<file path="config.mk">
export PLATFORM = sky130hd
export DESIGN_NAME = uart_mcb_burst_writer
export DESIGN_NICKNAME = d
export VERILOG_FILES = /design/src/rtl/uart_mcb_pkg.sv /design/src/rtl/uart_mcb_burst_writer_packer.sv /design/src/rtl/uart_mcb_burst_writer.sv
export SDC_FILE = /design/constraint.sdc
export NUM_CORES = 1
export LEC_CHECK = 0
export ABC_CLOCK_PERIOD_IN_PS = 5500
export CAP_MARGIN = 5
export CORE_MARGIN = 4
export CORE_UTILIZATION = 53
export DETAILED_ROUTE_END_ITERATION = 7
export GPL_ROUTABILITY_DRIVEN = 0
export GPL_TIMING_DRIVEN = 0
export PLACE_DENSITY = 0.81
export SLEW_MARGIN = 20
export SYNTH_ARGS = -nofsm -noshare
export SYNTH_HDL_FRONTEND = slang
export SYNTH_SLANG_ARGS = --single-unit
</file>
<file path="constraint.sdc">
create_clock -name clk -period 5.5 [get_ports clk]
set_clock_uncertainty 0.2 [all_clocks]
set_input_delay 1.1 -clock clk [delete_from_list [all_inputs] [get_ports clk]]
set_output_delay 1.1 -clock clk [all_outputs]
set_load 0.02 [all_outputs]
</file>
<file path="src/rtl/uart_mcb_pkg.sv">
// -----------------------------------------------------------------------------
// uart_mcb_pkg
// Shared definitions for the UART byte-stream to MCB port-0 burst writer.
//   mcb_state_t      : writer FSM encodings (ST_FILL, ST_PUSH, ST_CMD, ST_HALT)
//   MCB_INSTR_WRITE  : MCB command opcode for a write burst
//   MCB_INSTR_READ   : MCB command opcode for a read burst
//   MCB_MAX_BL       : largest burst the MCB accepts, in 32-bit words
//   lane_mask()      : byte-lane mask for a word holding 'fill' valid bytes
// -----------------------------------------------------------------------------
package uart_mcb_pkg;

    typedef enum logic [1:0] {
        ST_FILL = 2'd0,
        ST_PUSH = 2'd1,
        ST_CMD  = 2'd2,
        ST_HALT = 2'd3
    } mcb_state_t;

    localparam logic [2:0]  MCB_INSTR_WRITE = 3'b000;
    localparam logic [2:0]  MCB_INSTR_READ  = 3'b001;
    localparam int unsigned MCB_MAX_BL      = 64;

    // Lanes at or above the fill level are masked (1 = do not write).
    function automatic logic [3:0] lane_mask(input logic [2:0] fill);
        logic [3:0] m;
        m = 4'b0000;
        for (int i = 0; i < 4; i++) begin
            m[i] = (3'(i) >= fill);
        end
        return m;
    endfunction

endpackage

</file>
<file path="src/rtl/uart_mcb_burst_writer_packer.sv">
// -----------------------------------------------------------------------------
// byte_word_packer
// Packs bytes little-endian into a 32-bit word and produces the lane mask.
// The word and mask outputs already include a byte accepted this cycle, so the
// parent can latch a full or partial word on the same edge the byte arrives.
// Ports:
//   clk, rst      : clock, asynchronous active-high reset
//   i_accept      : a byte is accepted this cycle
//   i_data [7:0]  : accepted byte
//   i_close       : close the current partial word (lane index returns to 0)
//   o_word [31:0] : packed word including this cycle's byte; unfilled lanes 0
//   o_mask [3:0]  : 1 = lane not filled
//   o_word_done   : lane 3 is being accepted this cycle
//   o_has_bytes   : at least one lane is filled, counting this cycle's byte
//   o_byte_idx    : registered lane index of the next byte
// -----------------------------------------------------------------------------
module byte_word_packer
    import uart_mcb_pkg::*;
(
    input  logic        clk,
    input  logic        rst,
    input  logic        i_accept,
    input  logic [7:0]  i_data,
    input  logic        i_close,
    output logic [31:0] o_word,
    output logic [3:0]  o_mask,
    output logic        o_word_done,
    output logic        o_has_bytes,
    output logic [1:0]  o_byte_idx
);

    logic [3:0][7:0] r_lanes;
    logic [1:0]      r_byte_idx;
    logic [3:0][7:0] w_lanes;
    logic [2:0]      w_fill;
    logic [3:0]      w_mask;

    // NOTE: every output of this block gets a default before any conditional
    // update; a path that skips an assignment would infer a latch.
    always_comb begin
        w_lanes = r_lanes;
        if (i_accept) begin
            w_lanes[r_byte_idx] = i_data;
        end
        w_fill = {1'b0, r_byte_idx} + {2'b00, i_accept};
        w_mask = lane_mask(w_fill);
        o_word = 32'h0000_0000;
        for (int i = 0; i < 4; i++) begin
            o_word[8*i +: 8] = w_mask[i] ? 8'h00 : w_lanes[i];
        end
    end

    assign o_mask      = w_mask;
    assign o_word_done = i_accept && (r_byte_idx == 2'd3);
    assign o_has_bytes = (w_fill != 3'd0);
    assign o_byte_idx  = r_byte_idx;

    // NOTE: state registers use non-blocking assignments so every flop samples
    // the pre-edge values regardless of statement order. The lane registers are
    // reset with the rest of the state so a stale lane never shows up as X.
    always_ff @(posedge clk or posedge rst) begin
        if (rst) begin
            r_lanes    <= '0;
            r_byte_idx <= 2'd0;
        end else begin
            if (i_accept) begin
                r_lanes[r_byte_idx] <= i_data;
            end
            // Lane 3 wraps the index back to 0 by plain 2-bit overflow.
            if (i_close) begin
                r_byte_idx <= 2'd0;
            end else if (i_accept) begin
                r_byte_idx <= r_byte_idx + 2'd1;
            end
        end
    end

endmodule

</file>
<file path="src/rtl/uart_mcb_burst_writer.sv">
// -----------------------------------------------------------------------------
// uart_mcb_burst_writer
// Turns a received UART byte stream into MCB port-0 write bursts: bytes are
// packed into 32-bit words, pushed into the MCB write FIFO, and after
// BURST_LEN words (or a flush) one write command is issued at a linearly
// incrementing byte address that wraps to BASE_ADDR at ADDR_LIMIT.
// Optional build macro UART_MCB_BURST_WRITER_STATS_EN adds burst_count and
// addr_wrap status outputs.
// Ports:
//   clk, reset            : clock, asynchronous active-high reset
//   byte_valid/data/ready : byte input handshake
//   flush                 : close the current partial word/burst and issue it
//   busy                  : work in progress or data buffered
//   error                 : sticky MCB write-path fault
//   cmd_clk, wr_clk       : MCB port clocks (copies of clk)
//   cmd_en/instr/bl/byte_addr, cmd_full : MCB command port
//   wr_en/data/mask, wr_full            : MCB write-data port
//   wr_underrun, wr_error               : MCB write-path fault flags
//   burst_count, addr_wrap (STATS only) : commands issued, address wrapped
// -----------------------------------------------------------------------------
module uart_mcb_burst_writer
    import uart_mcb_pkg::*;
#(
    parameter int unsigned BURST_LEN  = 16,
    parameter logic [29:0] BASE_ADDR  = 30'h0000_0000,
    parameter logic [29:0] ADDR_LIMIT = 30'h0400_0000
) (
    input  logic        clk,
    input  logic        reset,
    input  logic        byte_valid,
    input  logic [7:0]  byte_data,
    output logic        byte_ready,
    input  logic        flush,
    output logic        busy,
    output logic        error,
    output logic        cmd_clk,
    output logic        wr_clk,
    output logic        cmd_en,
    output logic [2:0]  cmd_instr,
    output logic [5:0]  cmd_bl,
    output logic [29:0] cmd_byte_addr,
    input  logic        cmd_full,
    output logic        wr_en,
    output logic [31:0] wr_data,
    output logic [3:0]  wr_mask,
    input  logic        wr_full,
    input  logic        wr_underrun,
    input  logic        wr_error
`ifdef UART_MCB_BURST_WRITER_STATS_EN
    ,
    output logic [15:0] burst_count,
    output logic [0:0]  addr_wrap
`endif
);

    mcb_state_t  r_state;
    mcb_state_t  w_state_next;
    logic [6:0]  r_word_cnt;
    logic [29:0] r_cur_addr;
    logic        r_flush_pend;
    logic        r_byte_ready;
    logic        r_error;
    logic [31:0] r_wr_data;
    logic [3:0]  r_wr_mask;

    logic        w_fault;
    logic        w_flush_any;
    logic        w_accept;
    logic        w_latch;
    logic        w_close;
    logic        w_push;
    logic        w_cmd;
    logic        w_flush_drop;
    logic [31:0] w_word;
    logic [3:0]  w_mask;
    logic        w_word_done;
    logic        w_has_bytes;
    logic [1:0]  w_byte_idx;
    logic [30:0] w_addr_sum;
    logic        w_addr_wrap;

    assign w_fault     = wr_underrun | wr_error;
    assign w_flush_any = flush | r_flush_pend;
    // byte_ready is registered from the next state, so it is only ever high
    // while the FSM sits in ST_FILL.
    assign w_accept    = byte_valid && r_byte_ready;

    byte_word_packer u_packer (
        .clk         (clk),
        .rst         (reset),
        .i_accept    (w_accept),
        .i_data      (byte_data),
        .i_close     (w_close),
        .o_word      (w_word),
        .o_mask      (w_mask),
        .o_word_done (w_word_done),
        .o_has_bytes (w_has_bytes),
        .o_byte_idx  (w_byte_idx)
    );

    // One extra bit so an address sum that would overflow 30 bits still wraps.
    assign w_addr_sum  = {1'b0, r_cur_addr} + {22'd0, r_word_cnt, 2'b00};
    assign w_addr_wrap = (w_addr_sum >= {1'b0, ADDR_LIMIT});

    always_comb begin
        w_state_next = r_state;
        w_latch      = 1'b0;
        w_close      = 1'b0;
        w_push       = 1'b0;
        w_cmd        = 1'b0;
        w_flush_drop = 1'b0;
        case (r_state)
            ST_FILL: begin
                if (w_word_done) begin
                    // Full word; any flush stays pending and closes the burst
                    // after this word is pushed.
                    w_latch      = 1'b1;
                    w_state_next = ST_PUSH;
                end else if (w_flush_any) begin
                    if (w_has_bytes) begin
                        w_latch      = 1'b1;
                        w_close      = 1'b1;
                        w_state_next = ST_PUSH;
                    end else if (r_word_cnt != 7'd0) begin
                        w_state_next = ST_CMD;
                    end else begin
                        w_flush_drop = 1'b1;
                    end
                end
            end
            ST_PUSH: begin
                if (!wr_full) begin
                    w_push = 1'b1;
                    if ((r_word_cnt + 7'd1 == 7'(BURST_LEN)) || w_flush_any) begin
                        w_state_next = ST_CMD;
                    end else begin
                        w_state_next = ST_FILL;
                    end
                end
            end
            ST_CMD: begin
                if (!cmd_full) begin
                    w_cmd        = 1'b1;
                    w_state_next = ST_FILL;
                end
            end
            default: begin
                w_state_next = ST_HALT;
            end
        endcase
        // A write-path fault overrides everything, including this cycle's strobes.
        if (w_fault) begin
            w_state_next = ST_HALT;
            w_latch      = 1'b0;
            w_close      = 1'b0;
            w_push       = 1'b0;
            w_cmd        = 1'b0;
            w_flush_drop = 1'b0;
        end
    end

    always_ff @(posedge clk or posedge reset) begin
        if (reset) begin
            r_state      <= ST_FILL;
            r_word_cnt   <= 7'd0;
            r_cur_addr   <= BASE_ADDR;
            r_flush_pend <= 1'b0;
            r_byte_ready <= 1'b0;
            r_error      <= 1'b0;
            r_wr_data    <= 32'h0000_0000;
            r_wr_mask    <= 4'b0000;
        end else begin
            r_state      <= w_state_next;
            r_byte_ready <= (w_state_next == ST_FILL);
            if (w_fault) begin
                r_error <= 1'b1;
            end
            if (w_latch) begin
                r_wr_data <= w_word;
                r_wr_mask <= w_mask;
            end
            if (w_cmd) begin
                r_word_cnt <= 7'd0;
            end else if (w_push) begin
                r_word_cnt <= r_word_cnt + 7'd1;
            end
            if (w_cmd || w_flush_drop) begin
                r_flush_pend <= 1'b0;
            end else if (flush && (r_state != ST_HALT)) begin
                r_flush_pend <= 1'b1;
            end
            if (w_cmd) begin
                r_cur_addr <= w_addr_wrap ? BASE_ADDR : w_addr_sum[29:0];
            end
        end
    end

`ifdef UART_MCB_BURST_WRITER_STATS_EN
    logic [15:0] r_burst_count;
    logic        r_addr_wrap;

    always_ff @(posedge clk or posedge reset) begin
        if (reset) begin
            r_burst_count <= 16'h0000;
            r_addr_wrap   <= 1'b0;
        end else if (w_cmd) begin
            r_burst_count <= r_burst_count + 16'h0001;
            if (w_addr_wrap) begin
                r_addr_wrap <= 1'b1;
            end
        end
    end

    assign burst_count  = r_burst_count;
    assign addr_wrap[0] = r_addr_wrap;
`endif

    assign byte_ready    = r_byte_ready;
    assign busy          = (r_state != ST_FILL) || (w_byte_idx != 2'd0) || (r_word_cnt != 7'd0);
    assign error         = r_error;
    assign cmd_clk       = clk;
    assign wr_clk        = clk;
    assign cmd_en        = w_cmd;
    assign cmd_instr     = MCB_INSTR_WRITE;
    // word_cnt is 0 outside a burst; report 0 rather than an underflowed value.
    assign cmd_bl        = (r_word_cnt == 7'd0) ? 6'd0 : 6'(r_word_cnt - 7'd1);
    assign cmd_byte_addr = r_cur_addr;
    assign wr_en         = w_push;
    assign wr_data       = r_wr_data;
    assign wr_mask       = r_wr_mask;

endmodule

</file>
### Yosys cells after proc, flatten, opt, wreduce, memory -nomap -nowiden

Cells that the tools add are included.

* logic and storage cells: 95
* register bits after elaboration: 112
* output and inout bits: 82
* bits of input ports: 16

* add/sub/neg operators: 5
* equality and inequality tests: 5
* reductions and logical operators: 18
* bitwise gates (word level): 2
* $lt $le $gt $ge: 7
* mux-type cells: 45

Operators with widths (count)
* $mux 8: 5
* $bwmux 32: 1
* $mux 32: 1
* $add 30x9->31: 1
* $ge 31x27->1 const B: 1
* $mux 30: 1
* $mux 1: 22
* $mux 2: 10
* $demux 8 s2: 1
* $mux 7: 2
* $reduce_bool 2->1: 5
* $add 7x1->7 const B: 1
* $eq 7x5->1 const B: 1
* $logic_not 7->1: 1
* $reduce_bool 7->1: 1
* $ge 1x3->1 const A: 2
* $ge 2x3->1 const A: 2
* $mux 6: 1
* $pmux 2 s3: 1
* $sub 6x1->6 const B: 1
* $eq 2x2->1 const B: 2
* $logic_and 1x1->1: 4
* $logic_not 2->1: 2
* $logic_or 1x1->1: 4
* other kinds (8): 9

### Depth between registers and ports, before layout

Gate-level depths: netlist of the first run.

* depth after elaboration: 10
* gate-level depth with buffers: 11
* depth with buffers taken out: 9

### By module

From an unflattened synthesis of the first run, not the netlist that was laid out.

* cell total of the unflattened synthesis: 581
* area total of the unflattened synthesis: 5925.7 sq um

Modules (own cells, without submodules)
* uart_mcb_burst_writer: cells an instance 377, area each 3927.5 sq um, instances 1, seq. area each 1901.8 sq um
* byte_word_packer: cells an instance 204, area each 1998.2 sq um, instances 1, seq. area each 850.8 sq um

==> impl_metrics.tcl, run 1 <==
set metrics [dict create \
    syn_area_mm2 0.00545 \
    worstPathMaxFanout 2 \
    reg2reg_from "byte_ready" \
    row_count 36 \
    gr-usage-all-layers_pct 23.4 \
    clkTransAtPathRegs_ps 110 \
    final_core_util_pct 69.2 \
    total_power_w 0.00151 \
    p_per_area_mw_per_mm2 220 \
    worst_pin_slew_ps 794 \
    synth_top_cell_area_share_pct 50.5 \
    postSynthAreaPerCell_um2 10.1 \
    dr.pass1.iters 5 \
    crit_type "clk -> out" \
    num-fill-cells 755 \
    whs_path_depth 1 \
    status "finished, final reports clean" \
    ys_ff_latch 110 \
    grt_pass1_wl_mm 21.7 \
    drt-total-wl_mm 13.3 \
    syn_to_final_growth_pct 25.8 \
    r2r_cells 11 \
    drc 0 \
    synth_cells 541 \
    yosysWarnings 0 \
    vias_per_cell 5.70 \
    grt_pass1_vias 4457 \
    drt_iter0_markers 280 \
    cp-end-kind "primary output" \
    port_buffers 92 \
    nets 687 \
    ys_async_sr_fraction_pct 100 \
    worst_ep_required_time_ps 4200 \
    die_area_mm2 0.0120 \
    synth-main-ff-cell "dfrtp_1" \
    post_cts_resized 0 \
    antenna_left 0 \
    setup_violations 0 \
    die_h_um 109 \
    maxSlewHeadroom_pct 46.9 \
    synth_edf_count 0 \
    ys_seq_area_share_pct 50.5 \
    worstSetupStartpointType "clock port" \
    dp_hpwl_mm 9.61 \
    grt_setup_unrepaired "no" \
    wl_per_cell_um 16.9 \
    drive_gt1_share_pct 10.6 \
    postCtsSetupRepairBufs 0 \
    grtUsageMet1_pct 30.6 \
    hold_buffers 0 \
    max-vdd-ir-drop_mv 0.167 \
    grtUsageMet3_pct 3.82 \
    finalSetupTns_ps 0 \
    yosysMostFrequentCell "dfrtp_1" \
    die_w_um 109 \
    dp.cells 771 \
    num_vias 4507 \
    clkLatencyLatePin_ps 490 \
    regToRegSetupSlack_ps 2040 \
    core_region_area_mm2 0.00991 \
    overflow 0 \
    synth_cell_type_count 61 \
    hold_violations 0 \
    hold_end "error" \
    final_cells 791 \
    synthTopCellsByCount "dfrtp_1 (110), nand2_1 (73), o21ai_0 (48)" \
    gr-max-usage-layer "met2" \
    antenna_cells 0 \
    holdWs_ps 290 \
    ios 98 \
    crit_arrival_ps 3630 \
    start_util_pct 55.0 \
    slew_viol_final 0 \
    antenna_found_initial 0 \
    maxCapViolCount 0 \
    use_met2_pct 37.8 \
    cts_tree "built" \
    min_from "error" \
    grt_max_degree 67 \
    worstReg2RegEnd "wr_data[24]" \
    hold_path.class "reg -> reg" \
    leakagePower_nw 3.34 \
    synth.area.top_cells "dfrtp_1 (50%), nand2_1 (5.0%), o21ai_0 (4.4%), ha_1 (3.9%), mux2_2 (3.5%)" \
    yosys.area.top_type "dfrtp_1" \
]
layout by cell type, fill, tap and decap left out, types with 3 or more instances in the layout:
| cell | count |
|---|---|
| a211oi_1 | 3 |
| a21o_1 | 4 |
| a21oi_1 | 8 |
| a31o_2 | 7 |
| a31oi_1 | 4 |
| a32o_1 | 8 |
| and2_1 | 7 |
| and3_1 | 6 |
| buf_4 | 8 |
| clkbuf_1 | 17 |
| clkbuf_8 | 13 |
| clkdlybuf4s50_1 | 92 |
| conb_1 | 5 |
| dfrtp_1 | 110 |
| ha_1 | 17 |
| inv_1 | 37 |
| mux2_2 | 17 |
| mux2i_1 | 17 |
| nand2_1 | 73 |
| nand2b_1 | 8 |
| nand3_1 | 19 |
| nand4_1 | 7 |
| nor2_1 | 35 |
| nor3_1 | 7 |
| nor4_1 | 3 |
| o21ai_0 | 48 |
| o22ai_1 | 4 |
| o31ai_1 | 6 |
| or2_2 | 3 |
| xnor2_1 | 6 |
| xor2_1 | 5 |
critical path, cell delays in order:
cell and delay, ps:
clkbuf_8 110, clkbuf_8 120, buf_4 120, clkdlybuf4s50_1 530
stage by stage:
step	setup WS [ps]	instance area (um2)
6_report	572	6860
5_1_grt	532	6860
4_1_cts	561	6850
3_5_place_dp	620	6590
3_3_place_gp	-203	6560
2_1_floorplan	1300	5470
per-layer routing:
layer | wire length [um] | share of wire [%]
met3 | 651 | 4.9
met5 | 0 | 0
met4 | 269 | 2.0
met1 | 5750 | 43
met2 | 6670 | 50
report_power, final:
group	leakage, nW	switching (W)	internal [W]	total [W]
clock	0.151	0.000356	0.000289	0.000645
sequential	1.47	0.00000170	0.000810	0.000812
combinational	1.72	0.0000319	0.0000191	0.0000510
total	3.34	0.000389	0.00112	0.00151
cells by family (layout without fill, tap and decap cells):
| kind of cell | count (synthesis) | after routing | share of synthesized area [%] |
|---|---|---|---|
| AND/OR/NAND/NOR | 184 | 184 | 16.3 |
| AO/OA/AOI/OAI | 116 | 116 | 14.7 |
| flip-flops | 110 | 110 | 50.5 |
| buffers and inverters | 66 | 179 | 5.37 |
| multiplexers | 35 | 35 | 7.04 |
| adder cells (fa/ha/maj) | 18 | 18 | 4.27 |
| XOR/XNOR | 11 | 11 | 1.77 |
| other | 1 | 5 | 0.0688 |
sequential cells by signal, summed over array words and instances, names as in the netlist:
signal               count
u_packer.o_byte_idx      2
r_flush_pend             1
error                    1
r_word_cnt               7
byte_ready               1
u_packer.r_lanes        32
r_state                  2
wr_mask                  4
cmd_byte_addr           28
wr_data                 32
final cells by class:
cell class / instances / area (um2) / share of cell area (%)
Sequential cell: 110 / 2750 / 40.1
Multi-Input combinational cell: 369 / 2430 / 35.4
Timing Repair Buffer: 91 / 928 / 13.5
Clock buffer: 15 / 199 / 2.90
Tap cell: 133 / 166 / 2.43
Buffer: 28 / 150 / 2.19
Inverter: 38 / 148 / 2.15
Clock inverter: 7 / 86.3 / 1.26
how the worst max path moves through the flow:
stage             start         end  slack, ps  cells after the start
2_1_floorplan     reset  byte_ready       1300                      1
3_3_place_gp      reset  byte_ready       -200                      2
3_5_place_dp   wr_error      cmd_en        620                      6
4_1_cts             clk      wr_clk        560                      4
5_1_grt        wr_error      cmd_en        530                      6
6_report            clk      wr_clk        570                      4
Power figures use the tool's default switching activity.
==> run 2: changes to the inputs <==
GPL_TIMING_DRIVEN = not set   (was 0)
==> run 2 against run 1 <==
Via count decreased by 2.5%. Non-clock buffer count down 24. Setup slack improved by 120 ps. Hold slack improved by 0.65 ps. Clock power is 4.3% lower. Routed wire length is 5.2% lower. Cell count down 3.0%. Die area unchanged. Sequential cell count stayed put. Combinational power down 7.8%. Critical path depth is 1 lower. Critical endpoint is now cmd_clk.
==> impl_metrics.tcl, run 2 (same netlist as run 1, synthesis figures left out) <==
set metrics [dict create \
    max-vdd-ir-drop_mv 0.170 \
    post_cts_resized 0 \
    cpLargestDelayFamily "buffers and inverters" \
    worst_ep_required_time_ps 4200 \
    vias_per_cell 5.73 \
    grt_setup_unrepaired "no" \
    grt_pass1_wl_mm 20.9 \
    slew_viol_final 0 \
    regToRegSetupSlack_ps 1910 \
    crit_type "clk -> out" \
    dp.cells 747 \
    critical_path_buf_inv_count 3 \
    final_cells 767 \
    antenna_cells 0 \
    total_power_w 0.00148 \
    cp-end-kind "primary output" \
    postCtsSetupRepairBufs 0 \
    maxSlewHeadroom_pct 29.1 \
    port_buffers 92 \
    grt_pass1_vias 4359 \
    cpMaxStageDelayCell "clkdlybuf4s50_1" \
    clkTransAtPathRegs_ps 100 \
    die_w_um 109 \
    finalSetupTns_ps 0 \
    antenna_found_initial 0 \
    worst_pin_slew_ps 1040 \
    start_util_pct 55.0 \
    hold_violations 0 \
    clkLatencyLatePin_ps 480 \
    hold_path.class "reg -> reg" \
    wl_per_cell_um 16.5 \
    drc 0 \
    worstPathMaxFanout 2 \
    drt-total-wl_mm 12.7 \
    layout_commonest_cell "dfrtp_1" \
    critical_path.most_common_cell "clkbuf_8" \
    worstSetupStartpointType "clock port" \
    core_region_area_mm2 0.00991 \
    drive_gt1_share_pct 10.1 \
    crit_chain "clkbuf_8 -> clkbuf_8 -> clkdlybuf4s50_1" \
    cp_slowest_stage_delay_ps 530 \
    status "finished, final reports clean" \
    row_count 36 \
    drt_iter0_markers 295 \
    crit_arrival_ps 3510 \
    syn_to_final_growth_pct 23.1 \
    overflow 0 \
    hold_buffers 0 \
    layout_common_cells "dfrtp_1 (110), clkdlybuf4s50_1 (92), nand2_1 (73)" \
    setup_violations 0 \
    maxCapViolCount 0 \
    antenna_left 0 \
    cts_tree "built" \
    cp.depth 3 \
    die_h_um 109 \
    nets 663 \
    p_per_area_mw_per_mm2 220 \
    r2r_cells 9 \
    whs_path_depth 1 \
    gr-usage-all-layers_pct 22.3 \
    ios 98 \
    die_area_mm2 0.0120 \
    dp_hpwl_mm 9.03 \
    dr.pass1.iters 4 \
    leakagePower_nw 3.28 \
    grt_max_degree 87 \
    num_vias 4394 \
]
## run 2: path summary, 6_finish.rpt
check,from,end
max in group asynchronous,reset,wr_data[13]
worst min-delay path,error,error
worst max register to register,r_word_cnt[0],cmd_byte_addr[12]
min in group asynchronous,reset,cmd_byte_addr[16]
worst min register to register,error,error
worst max-delay path,clk,cmd_clk
## run 2: worst register-to-register path, cell delays in order (launching register included)
cell	delay, ps
dfrtp_1	510
ha_1	260
inv_1	60
fa_1	370
and2b_1	270
o31a_1	260
o211ai_2	170
o2bb2ai_2	740
and2_1	450
a32o_1	240
## run 2: area by class of cell
type,instances,area (um2)
Inverter,38,148
Sequential cell,110,2750
Tap cell,133,166
Clock inverter,7,83.8
Multi-Input combinational cell,369,2430
Clock buffer,15,199
Fill cell,797,3190
Timing Repair Buffer,95,938
## run 2: power by group
part           switching [W]  total [W]  internal, W
sequential        0.00000172   0.000812     0.000810
combinational      0.0000316  0.0000470    0.0000154
clock               0.000347   0.000617     0.000270
## run 2: per-stage QoR
step | area (um2) | util, % | hold WS [ps] | worst slack [ps]
2_1_floorplan | 5470 | - | 245 | 1300
3_3_place_gp | 6450 | 65.1 | 258 | 942
3_5_place_dp | 6450 | 65.1 | 267 | 942
4_1_cts | 6710 | 67.8 | 297 | 683
5_1_grt | 6720 | 67.8 | 315 | 675
6_report | 6720 | 67.8 | 291 | 692
## run 2: metal layers
| layer | vias to the layer above | GRT usage, % | share of wire [%] |
|---|---|---|---|
| met4 | 0 | 9.44 | 2.0 |
| met2 | 116 | 35.7 | 49 |
| li1 | 2063 | - | - |
| met1 | 2194 | 30.4 | 45 |
| met3 | 21 | 3.23 | 4.4 |
| met5 | - | 0 | 0 |
==> run 3: changes to the inputs <==
ABC_CLOCK_PERIOD_IN_PS = 4380   (was 5500)
CORE_MARGIN = 1   (was 4)
CORE_UTILIZATION = 48   (was 53)
PLACE_DENSITY = 0.78   (was 0.81)
clock period = 4.38 ns   (was 5.5 ns; I/O delays follow)
==> run 3 against run 2 <==
Register-to-register slack worse by 750 ps. Sequential share of layout area is 1.1 points lower. Hold slack worse by 12 ps. Cell area is 2.8% higher. Non-clock buffer count is 4 higher. Setup slack worse by 360 ps. Highest routed layer unchanged.
==> impl_metrics.tcl, run 3 (same netlist as run 1, synthesis figures left out) <==
set metrics [dict create \
    status "finished, final reports clean" \
    crit_arrival_ps 2970 \
    ios 98 \
    cpMaxStageDelayCell "clkdlybuf4s50_1" \
    dp_hpwl_mm 8.88 \
    port_buffers 92 \
    setup_violations 0 \
    worstSetupStartpointType "clock port" \
    max-vdd-ir-drop_mv 0.463 \
    cts_tree "built" \
    wl_per_cell_um 16.5 \
    num-fill-cells 889 \
    final_core_util_pct 63.2 \
    cp_slowest_stage_delay_ps 530 \
    clkLatencyLatePin_ps 460 \
    drive_gt1_share_pct 10.5 \
    slew_viol_final 0 \
    hold_path.class "reg -> reg" \
    grt_pass1_vias 4405 \
    drt_iter0_markers 250 \
    p_per_area_mw_per_mm2 314 \
    cpLargestDelayFamily "buffers and inverters" \
    layout_common_cells "dfrtp_1 (110), clkdlybuf4s50_1 (92), nand2_1 (73)" \
    multi_input_area_mm2 0.00243 \
    worstPathMaxFanout 2 \
    grt_max_degree 62 \
    worst_ep_required_time_ps 3300 \
    core_region_area_mm2 0.0109 \
    seq_area_mm2 0.00275 \
    dr.pass1.iters 5 \
    maxSlewHeadroom_pct 47.6 \
    drc 0 \
    start_util_pct 49.9 \
    antenna_found_initial 0 \
    die_w_um 109 \
    cp-end-kind "primary output" \
    num_vias 4344 \
    die_area_mm2 0.0118 \
    syn_to_final_growth_pct 26.6 \
    nets 667 \
    overflow 0 \
    gr-usage-all-layers_pct 23.4 \
    crit_chain "clkbuf_16 -> clkbuf_16 -> clkdlybuf4s50_1" \
    grt_setup_unrepaired "no" \
    finalSetupTns_ps 0 \
    die_h_um 109 \
    leakagePower_nw 3.37 \
    hold_buffers 0 \
    crit_type "clk -> out" \
    row_count 38 \
    drt-total-wl_mm 12.8 \
    critical_path_buf_inv_count 3 \
    antenna_left 0 \
    grt_pass1_wl_mm 21.0 \
    post_cts_resized 0 \
    total_power_w 0.00217 \
    clkTransAtPathRegs_ps 70 \
    hold_violations 0 \
    maxCapViolCount 0 \
    vias_per_cell 5.59 \
    critical_path.most_common_cell "clkbuf_16" \
    worst_pin_slew_ps 785 \
    antenna_cells 0 \
    layout_commonest_cell "dfrtp_1" \
    postCtsSetupRepairBufs 0 \
]
-- run 3: cell types whose count changed in the layout (fill, tap and decap cells not counted), sizes merged --
cell | before | now
bufinv | 0 | 1
buf | 5 | 9
clkinv | 4 | 2
-- run 3: cell type report --
cell class                 instances  area share [%]
inverter                          38            2.10
clock inverter                     6            1.14
sequential                       110            39.9
clock buffer                      15            5.00
tap                              140            2.54
timing repair buffer              99            14.2
multi-input combinational        369            35.2
-- run 3: metal layers --
layer / track usage [%] / wire [um]
met1: 27.0 / 5220
met5: 0 / 0
met4: 11.1 / 336
met2: 40.0 / 6440
met3: 6.57 / 794
-- run 3: per-stage QoR --
step	setup slack, ps	instances	hold slack (ps)	area (um2)
floorplan	402	545	245	5470
global placement	507	758	253	6500
detailed placement	414	758	263	6500
CTS	328	777	280	6910
global route	323	777	288	6910
finish	332	777	279	6910
-- run 3: final timing paths --
kind / slack, ps / from / depth (start not counted) / to
min reg2reg: 280 / error / 1 / error
max: 330 / clk / 3 / cmd_clk
min: 280 / error / 1 / error
max in group asynchronous: 2520 / reset / 3 / wr_data[2]
max reg2reg: 1160 / r_word_cnt[0] / 9 / cmd_byte_addr[19]
min in group asynchronous: 730 / reset / 2 / u_packer.r_lanes[5]
-- run 3: power breakdown --
part           switching, W  leakage [nW]  internal, W  total (W)
Sequential       0.00000227          1.47      0.00102    0.00102
Combinational     0.0000398          1.69    0.0000207  0.0000605
Clock              0.000446         0.207     0.000640    0.00109
Total              0.000488          3.37      0.00168    0.00217
